===== src/rtl/wb_spi_master_if.sv =====
// Wishbone slave bus bundle for wb_spi_master (classic single-cycle ack).
interface wb_spi_master_if;
    logic        wbs_cyc_i;
    logic        wbs_stb_i;
    logic        wbs_we_i;
    logic [3:0]  wbs_sel_i;
    logic [31:0] wbs_adr_i;
    logic [31:0] wbs_dat_i;
    logic        wbs_ack_o;
    logic [31:0] wbs_dat_o;

    modport slave (
        input  wbs_cyc_i, wbs_stb_i, wbs_we_i, wbs_sel_i, wbs_adr_i, wbs_dat_i,
        output wbs_ack_o, wbs_dat_o
    );
    modport master (
        output wbs_cyc_i, wbs_stb_i, wbs_we_i, wbs_sel_i, wbs_adr_i, wbs_dat_i,
        input  wbs_ack_o, wbs_dat_o
    );
endinterface


===== src/rtl/wb_spi_master.sv =====
// Wishbone-programmed SPI master: mode 0, MSB first, 8-bit frames, level IRQ on completion.
module wb_spi_master #(
    parameter logic [31:0] BASE_ADDR = 32'h3000_0000,
    parameter int          DIV_W     = 16
) (
    input  logic              wb_clk_i,
    input  logic              wb_rst_i,
    wb_spi_master_if.slave    wbs,
    input  logic              spi_miso,
    output logic              spi_sclk,
    output logic              spi_mosi,
    output logic              spi_csb,
    output logic [3:0]        spi_oeb,
    output logic              busy_led,
    output logic              irq
);
    typedef enum logic [1:0] {S_IDLE, S_LEAD, S_SHIFT, S_TRAIL} state_t;

    localparam logic [DIV_W-1:0] ONE = 1;

    state_t           state_q, state_d;
    logic             ack_q, ack_d;
    logic             en_q, en_d, irq_en_q, irq_en_d;
    logic [DIV_W-1:0] div_q, div_d, h_q, h_d, cnt_q, cnt_d;
    logic [3:0]       half_q, half_d;
    logic [7:0]       sh_q, sh_d, rx_q, rx_d;
    logic             samp_q, samp_d;
    logic             done_q, done_d, ovr_q, ovr_d;
    logic             sclk_q, sclk_d, mosi_q, mosi_d, csb_q, csb_d;

    logic [7:0]  off;
    logic        in_win, wr, busy, tx_go, abort, done_set, done_clr, ovr_clr;
    logic [31:0] rdata;

    assign off    = wbs.wbs_adr_i[7:0];
    assign in_win = (wbs.wbs_adr_i[31:8] == BASE_ADDR[31:8]);
    assign wr     = ack_q & wbs.wbs_cyc_i & wbs.wbs_stb_i & wbs.wbs_we_i;
    assign busy   = (state_q != S_IDLE);
    assign tx_go  = wr && (off == 8'h08) && wbs.wbs_sel_i[0];

    always_comb begin
        ack_d    = wbs.wbs_cyc_i & wbs.wbs_stb_i & in_win & ~ack_q;
        state_d  = state_q;
        en_d     = en_q;
        irq_en_d = irq_en_q;
        div_d    = div_q;
        h_d      = h_q;
        cnt_d    = cnt_q;
        half_d   = half_q;
        sh_d     = sh_q;
        rx_d     = rx_q;
        samp_d   = samp_q;
        sclk_d   = sclk_q;
        mosi_d   = mosi_q;
        csb_d    = csb_q;
        done_set = 1'b0;
        done_clr = 1'b0;
        ovr_clr  = 1'b0;

        if (wr && off == 8'h00 && wbs.wbs_sel_i[0]) begin
            en_d     = wbs.wbs_dat_i[0];
            irq_en_d = wbs.wbs_dat_i[1];
        end
        if (wr && off == 8'h04) begin
            for (int i = 0; i < DIV_W; i++)
                if (wbs.wbs_sel_i[i/8]) div_d[i] = wbs.wbs_dat_i[i];
        end
        if (wr && off == 8'h10 && wbs.wbs_sel_i[0]) begin
            done_clr = wbs.wbs_dat_i[1];
            ovr_clr  = wbs.wbs_dat_i[2];
        end

        // Clearing EN wins over any frame progress, including the final TRAIL cycle.
        abort = busy && !en_d;

        if (abort) begin
            state_d = S_IDLE;
            csb_d   = 1'b1;
            sclk_d  = 1'b0;
            mosi_d  = 1'b0;
        end else begin
            case (state_q)
                S_IDLE: if (tx_go && en_q) begin
                    state_d = S_LEAD;
                    sh_d    = wbs.wbs_dat_i[7:0];
                    mosi_d  = wbs.wbs_dat_i[7];
                    csb_d   = 1'b0;
                    sclk_d  = 1'b0;
                    h_d     = div_q;
                    cnt_d   = div_q;
                end
                S_LEAD: if (cnt_q == '0) begin
                    state_d = S_SHIFT;
                    sclk_d  = 1'b1;
                    samp_d  = spi_miso;
                    cnt_d   = h_q;
                    half_d  = 4'd0;
                end else begin
                    cnt_d = cnt_q - ONE;
                end
                S_SHIFT: if (cnt_q == '0) begin
                    cnt_d = h_q;
                    if (half_q == 4'd15) begin
                        state_d = S_TRAIL;
                    end else begin
                        half_d = half_q + 4'd1;
                        sclk_d = ~sclk_q;
                        // Falling edge: shift in the bit sampled at the preceding rise.
                        if (sclk_q) begin
                            sh_d   = {sh_q[6:0], samp_q};
                            mosi_d = sh_q[6];
                        end else begin
                            samp_d = spi_miso;
                        end
                    end
                end else begin
                    cnt_d = cnt_q - ONE;
                end
                S_TRAIL: if (cnt_q == '0) begin
                    state_d  = S_IDLE;
                    csb_d    = 1'b1;
                    mosi_d   = 1'b0;
                    rx_d     = sh_q;
                    done_set = 1'b1;
                end else begin
                    cnt_d = cnt_q - ONE;
                end
                default: state_d = S_IDLE;
            endcase
        end

        done_d = (done_q & ~done_clr) | done_set;
        ovr_d  = (ovr_q & ~ovr_clr) | (tx_go & busy);
    end

    always_comb begin
        rdata = 32'h0;
        case (off)
            8'h00:   rdata[1:0] = {irq_en_q, en_q};
            8'h04:   rdata      = 32'(div_q);
            8'h0C:   rdata[7:0] = rx_q;
            8'h10:   rdata[2:0] = {ovr_q, done_q, busy};
            default: rdata      = 32'h0;
        endcase
    end

    always_ff @(posedge wb_clk_i) begin
        if (wb_rst_i) begin
            state_q  <= S_IDLE;
            ack_q    <= 1'b0;
            en_q     <= 1'b0;
            irq_en_q <= 1'b0;
            div_q    <= '0;
            h_q      <= '0;
            cnt_q    <= '0;
            half_q   <= 4'd0;
            sh_q     <= 8'h00;
            rx_q     <= 8'h00;
            samp_q   <= 1'b0;
            done_q   <= 1'b0;
            ovr_q    <= 1'b0;
            sclk_q   <= 1'b0;
            mosi_q   <= 1'b0;
            csb_q    <= 1'b1;
        end else begin
            state_q  <= state_d;
            ack_q    <= ack_d;
            en_q     <= en_d;
            irq_en_q <= irq_en_d;
            div_q    <= div_d;
            h_q      <= h_d;
            cnt_q    <= cnt_d;
            half_q   <= half_d;
            sh_q     <= sh_d;
            rx_q     <= rx_d;
            samp_q   <= samp_d;
            done_q   <= done_d;
            ovr_q    <= ovr_d;
            sclk_q   <= sclk_d;
            mosi_q   <= mosi_d;
            csb_q    <= csb_d;
        end
    end

    assign wbs.wbs_ack_o = ack_q;
    assign wbs.wbs_dat_o = ack_q ? rdata : 32'h0;
    assign spi_sclk      = sclk_q;
    assign spi_mosi      = mosi_q;
    assign spi_csb       = csb_q;
    assign spi_oeb       = 4'b0010;
    assign busy_led      = busy;
    assign irq           = done_q & irq_en_q;
endmodule

===== src/flat_wrapper.sv =====
// flat-port wrapper written by rule: the top's interface ports become plain ports
module wb_spi_master_flat 
#(
    parameter logic [31:0] BASE_ADDR = 32'h3000_0000,
    parameter int          DIV_W     = 16
)
  (wb_clk_i, wb_rst_i, spi_miso, spi_sclk, spi_mosi, spi_csb, spi_oeb, busy_led, irq, wbs_wbs_cyc_i, wbs_wbs_stb_i, wbs_wbs_we_i, wbs_wbs_sel_i, wbs_wbs_adr_i, wbs_wbs_dat_i, wbs_wbs_ack_o, wbs_wbs_dat_o);
  wb_spi_master_if wbs_i ();
  input  logic wb_clk_i;
  input  logic wb_rst_i;
  input  logic spi_miso;
  output logic spi_sclk;
  output logic spi_mosi;
  output logic spi_csb;
  output logic [3:0] spi_oeb;
  output logic busy_led;
  output logic irq;
  input wire logic [$bits(wbs_i.wbs_cyc_i)-1:0] wbs_wbs_cyc_i;
  input wire logic [$bits(wbs_i.wbs_stb_i)-1:0] wbs_wbs_stb_i;
  input wire logic [$bits(wbs_i.wbs_we_i)-1:0] wbs_wbs_we_i;
  input wire logic [$bits(wbs_i.wbs_sel_i)-1:0] wbs_wbs_sel_i;
  input wire logic [$bits(wbs_i.wbs_adr_i)-1:0] wbs_wbs_adr_i;
  input wire logic [$bits(wbs_i.wbs_dat_i)-1:0] wbs_wbs_dat_i;
  output wire logic [$bits(wbs_i.wbs_ack_o)-1:0] wbs_wbs_ack_o;
  output wire logic [$bits(wbs_i.wbs_dat_o)-1:0] wbs_wbs_dat_o;
  assign wbs_i.wbs_cyc_i = wbs_wbs_cyc_i;
  assign wbs_i.wbs_stb_i = wbs_wbs_stb_i;
  assign wbs_i.wbs_we_i = wbs_wbs_we_i;
  assign wbs_i.wbs_sel_i = wbs_wbs_sel_i;
  assign wbs_i.wbs_adr_i = wbs_wbs_adr_i;
  assign wbs_i.wbs_dat_i = wbs_wbs_dat_i;
  assign wbs_wbs_ack_o = wbs_i.wbs_ack_o;
  assign wbs_wbs_dat_o = wbs_i.wbs_dat_o;
  wb_spi_master #(.BASE_ADDR(BASE_ADDR), .DIV_W(DIV_W)) u_core (.wb_clk_i(wb_clk_i), .wb_rst_i(wb_rst_i), .wbs(wbs_i), .spi_miso(spi_miso), .spi_sclk(spi_sclk), .spi_mosi(spi_mosi), .spi_csb(spi_csb), .spi_oeb(spi_oeb), .busy_led(busy_led), .irq(irq));
endmodule

===== config.mk =====
export PLATFORM = sky130hd
export DESIGN_NAME = wb_spi_master_flat
export DESIGN_NICKNAME = d
export VERILOG_FILES = /design/src/rtl/wb_spi_master_if.sv /design/src/rtl/wb_spi_master.sv /design/src/flat_wrapper.sv
export SDC_FILE = /design/constraint.sdc
export NUM_CORES = 1
export LEC_CHECK = 0
export CORE_MARGIN = 3
export CORE_UTILIZATION = 45
export CTS_CLUSTER_DIAMETER = 80
export CTS_CLUSTER_SIZE = 14
export DETAILED_ROUTE_END_ITERATION = 12
export PLACE_DENSITY = 0.77
export SLEW_MARGIN = 15
export SYNTH_ARGS = -nofsm -noshare
export SYNTH_HDL_FRONTEND = slang
export SYNTH_SLANG_ARGS = --single-unit
export TNS_END_PERCENT = 1

===== constraint.sdc =====
create_clock -name wb_clk_i -period 2.8 [get_ports wb_clk_i]
set_clock_uncertainty 0.15 [all_clocks]
set_input_delay 0.42 -clock wb_clk_i [delete_from_list [all_inputs] [get_ports wb_clk_i]]
set_output_delay 0.42 -clock wb_clk_i [all_outputs]
set_load 0.02 [all_outputs]

==> flow_summary.json <==
{
  "chipHeight_microns": 107,
  "num-nets-final": 734,
  "placedInstanceArea_sq_um": 5690,
  "worstSkewPairLatency_ps": 360,
  "max-slew-margin-rel": 0.551,
  "port_buffers": 77,
  "critical_path_capture_point_type": "flip-flop",
  "fin_area_sq_um": 6020,
  "rows": 36,
  "critPathMaxFanout": 6,
  "number_of_top_level_design_ports": 116,
  "post-dp-hpwl_mm": 10.2,
  "die_x_extent_microns": 107,
  "fmax_mhz": 363,
  "post-place-ws_ps": -717,
  "cts-root-buf": "sky130_fd_sc_hd__clkbuf_8",
  "finalWorstSetupSlack_ps": 47.5,
  "final_cell_count_no_fill": 792,
  "drt-pass1-iter-count": 6,
  "synth.lib_cells_used.distinct": 67,
  "synth.yosys.warnings": 0,
  "drc_errors": 0,
  "syn_inst": 548,
  "area_delta_synth_final_pct": 31.1,
  "grt_antenna_before_repair": 0,
  "postLayoutCoreUtil": 0.610,
  "power.switching_fraction": 0.244,
  "placed_cells_incl_taps": 769,
  "vdd_drop_max_uv": 272,
  "post-route-period-util": 0.983,
  "comb_power_share": 0.076,
  "dominantRegCellSynth": "sky130_fd_sc_hd__dfxtp_1",
  "number_of_global_route_vias_before_repair": 4625,
  "post_route_cells_drive_above_1_share": 0.185,
  "power_mw": 2.12,
  "area_of_the_mapped_netlist_sq_um": 4590,
  "worst-endpoint-required_ps": 2870,
  "cts.hold.buffers_added": 0,
  "grt_first_pass_wirelength_mm": 22.9,
  "tritoncts.num_buffers": 9,
  "antenna_cells_inserted": 0,
  "tritoncts_num_sinks": 79,
  "sw_pwr_uw": 516,
  "sequential_fraction_of_the_synthesis_area": 0.344,
  "initial_utilization": 0.465,
  "p_leak_nw": 2.13,
  "timing_hold_violations_final": 0,
  "htree_levels": 3,
  "power_frac_seq": 0.531,
  "count_of_flip_flops_with_a_built_in_enable_after_synthesis": 0,
  "grt_overflow": 0,
  "cts_max_path_buffers": 2,
  "critical_path_class": "in -> reg",
  "tns_ps": 0,
  "grtUsageTotal": 0.251,
  "cp.arrival_ps": 2820,
  "tmin_final_ps": 2750,
  "cp-start-kind": "primary input",
  "routed-via-count": 4694,
  "drt-initial-drc-count": 581,
  "netlist.area_leader.share": 0.344,
  "synth-seq-cells": 79,
  "drt-wirelength-per-cell_microns": 17.9,
  "clock_power_share": 0.393,
  "ys_async_sr_fraction": 0,
  "fp.coreArea_sq_um": 9860,
  "layout.cells.most_common": "sky130_fd_sc_hd__dfxtp_1",
  "area_of_the_die_sq_um": 11500,
  "fin_hold_ws_ps": 325,
  "nFillCells": 825,
  "post_synth.cell_area_avg_sq_um": 8.38,
  "result_of_the_run": "finished clean",
  "timing.final.setup_violations": 0,
  "min_path_type": "reg -> reg",
  "post_drt_via_cell_ratio": 5.93,
  "final_max_slew_viol_count": 0,
  "drt_wl_total_mm": 14.2,
  "ant_nets": 0,
  "worstMarginPinSlew_ps": 674,
  "internal_power_mw": 1.60,
  "cts.clk_slew.worst_paths_ps": 90,
  "leading_cell_types_by_total_area_after_synthesis": "sky130_fd_sc_hd__dfxtp_1, sky130_fd_sc_hd__mux2i_1, sky130_fd_sc_hd__nor2_1",
  "netlist.top_cell.by_area": "sky130_fd_sc_hd__dfxtp_1",
  "grt_max_degree": 65,
  "layout.cells.most_common_list": "sky130_fd_sc_hd__dfxtp_1, sky130_fd_sc_hd__buf_4, sky130_fd_sc_hd__clkdlybuf4s50_1",
  "gp_congestion": 0.909,
  "max_cap_violations": 0,
  "cts_tree": "done",
  "rsz0062_at_grt": "false",
  "power.density_nw_per_um2": 351
}
-- metal layers --
layer | GRT usage | share of wire | up-vias | wire length [microns]
li1 | - | - | 2224 | -
met2 | 0.403 | 0.46 | 271 | 6590
met1 | 0.327 | 0.42 | 2167 | 5960
met5 | 0 | 0 | - | 0
met4 | 0.0922 | 0.024 | 0 | 336
met3 | 0.0602 | 0.092 | 32 | 1300
-- power groups by stage --
stage / Combinational, mW / Clock, mW / Sequential (mW)
CTS: 0.161 / 0.833 / 1.12
finish: 0.162 / 0.831 / 1.12
global placement: 0.155 / 0 / 1.15
global route: 0.174 / 0.887 / 1.12
detailed placement: 0.159 / 0 / 1.15
floorplan: 0.0759 / 0 / 1.15
-- flip-flops by register name, indices dropped and copies added (netlist names), 2 cells and up --
| signal | flops |
|---|---|
| u_core.cnt_q | 16 |
| u_core.div_q | 16 |
| u_core.h_q | 16 |
| u_core.half_q | 4 |
| u_core.rx_q | 8 |
| u_core.sh_q | 8 |
| u_core.state_q | 2 |
-- final cells by class --
class	instances	area, sq um	share of cell area
Clock inverter	4	28.8	0.00478
Tap cell	133	166	0.0276
Timing Repair Buffer	139	1250	0.208
Sequential cell	79	1580	0.263
Multi-Input combinational cell	410	2770	0.460
Inverter	15	56.3	0.00935
Clock buffer	12	165	0.0274
-- what timing repair did --
item	4_1_cts	5_1_grt
resized for setup	81	11
pin swaps	7	3
buffers inserted	4	2
setup endpoints to repair	64	39
cloned	0	1
-- path summary, 6_finish.rpt --
path,start,endpoint,slack (ps),cells past startpoint
worst max-delay path,wbs_wbs_adr_i[0],u_core.h_q[4],50,9
worst min-delay path,u_core.samp_q,u_core.samp_q,320,2
worst max register to register,u_core.cnt_q[0],u_core.half_q[3],130,7
worst min register to register,u_core.samp_q,u_core.samp_q,320,2
-- Yosys cell counts, types with 6 or more instances --
library cell and number:
sky130_fd_sc_hd__or4_1 6, sky130_fd_sc_hd__nor2_1 51, sky130_fd_sc_hd__buf_4 24, sky130_fd_sc_hd__nand4_1 6, sky130_fd_sc_hd__nand3_1 22, sky130_fd_sc_hd__nor4_1 13, sky130_fd_sc_hd__o21ai_0 23, sky130_fd_sc_hd__nand2_1 40
sky130_fd_sc_hd__mux2i_1 43, sky130_fd_sc_hd__clkbuf_1 27, sky130_fd_sc_hd__dfxtp_1 79, sky130_fd_sc_hd__nor3_1 17, sky130_fd_sc_hd__inv_1 13, sky130_fd_sc_hd__a22oi_1 7, sky130_fd_sc_hd__ha_1 6, sky130_fd_sc_hd__buf_2 10
sky130_fd_sc_hd__a21oi_1 37, sky130_fd_sc_hd__and3_1 11, sky130_fd_sc_hd__a311oi_1 12
-- cell families after synthesis --
kind of cell	Yosys count	synth area share
AOI/OAI and AO/OA	138	0.224
xor gates and xnor gates	6	0.0114
adders and majority gates	6	0.0163
buffers and inverters	77	0.0869
DFF	79	0.344
muxes	44	0.0962
other	2	0.00164
and+or+nand+nor	196	0.219
-- critical path, cell delays in order --
cell	delay, ps
sky130_fd_sc_hd__dlygate4sd2_1	250
sky130_fd_sc_hd__buf_4	150
sky130_fd_sc_hd__or4b_2	650
sky130_fd_sc_hd__or4_4	520
sky130_fd_sc_hd__buf_4	170
sky130_fd_sc_hd__nor2_2	150
sky130_fd_sc_hd__buf_4	200
sky130_fd_sc_hd__mux2i_2	250
sky130_fd_sc_hd__nor2_1	60
(Power assumes the default switching activity.)
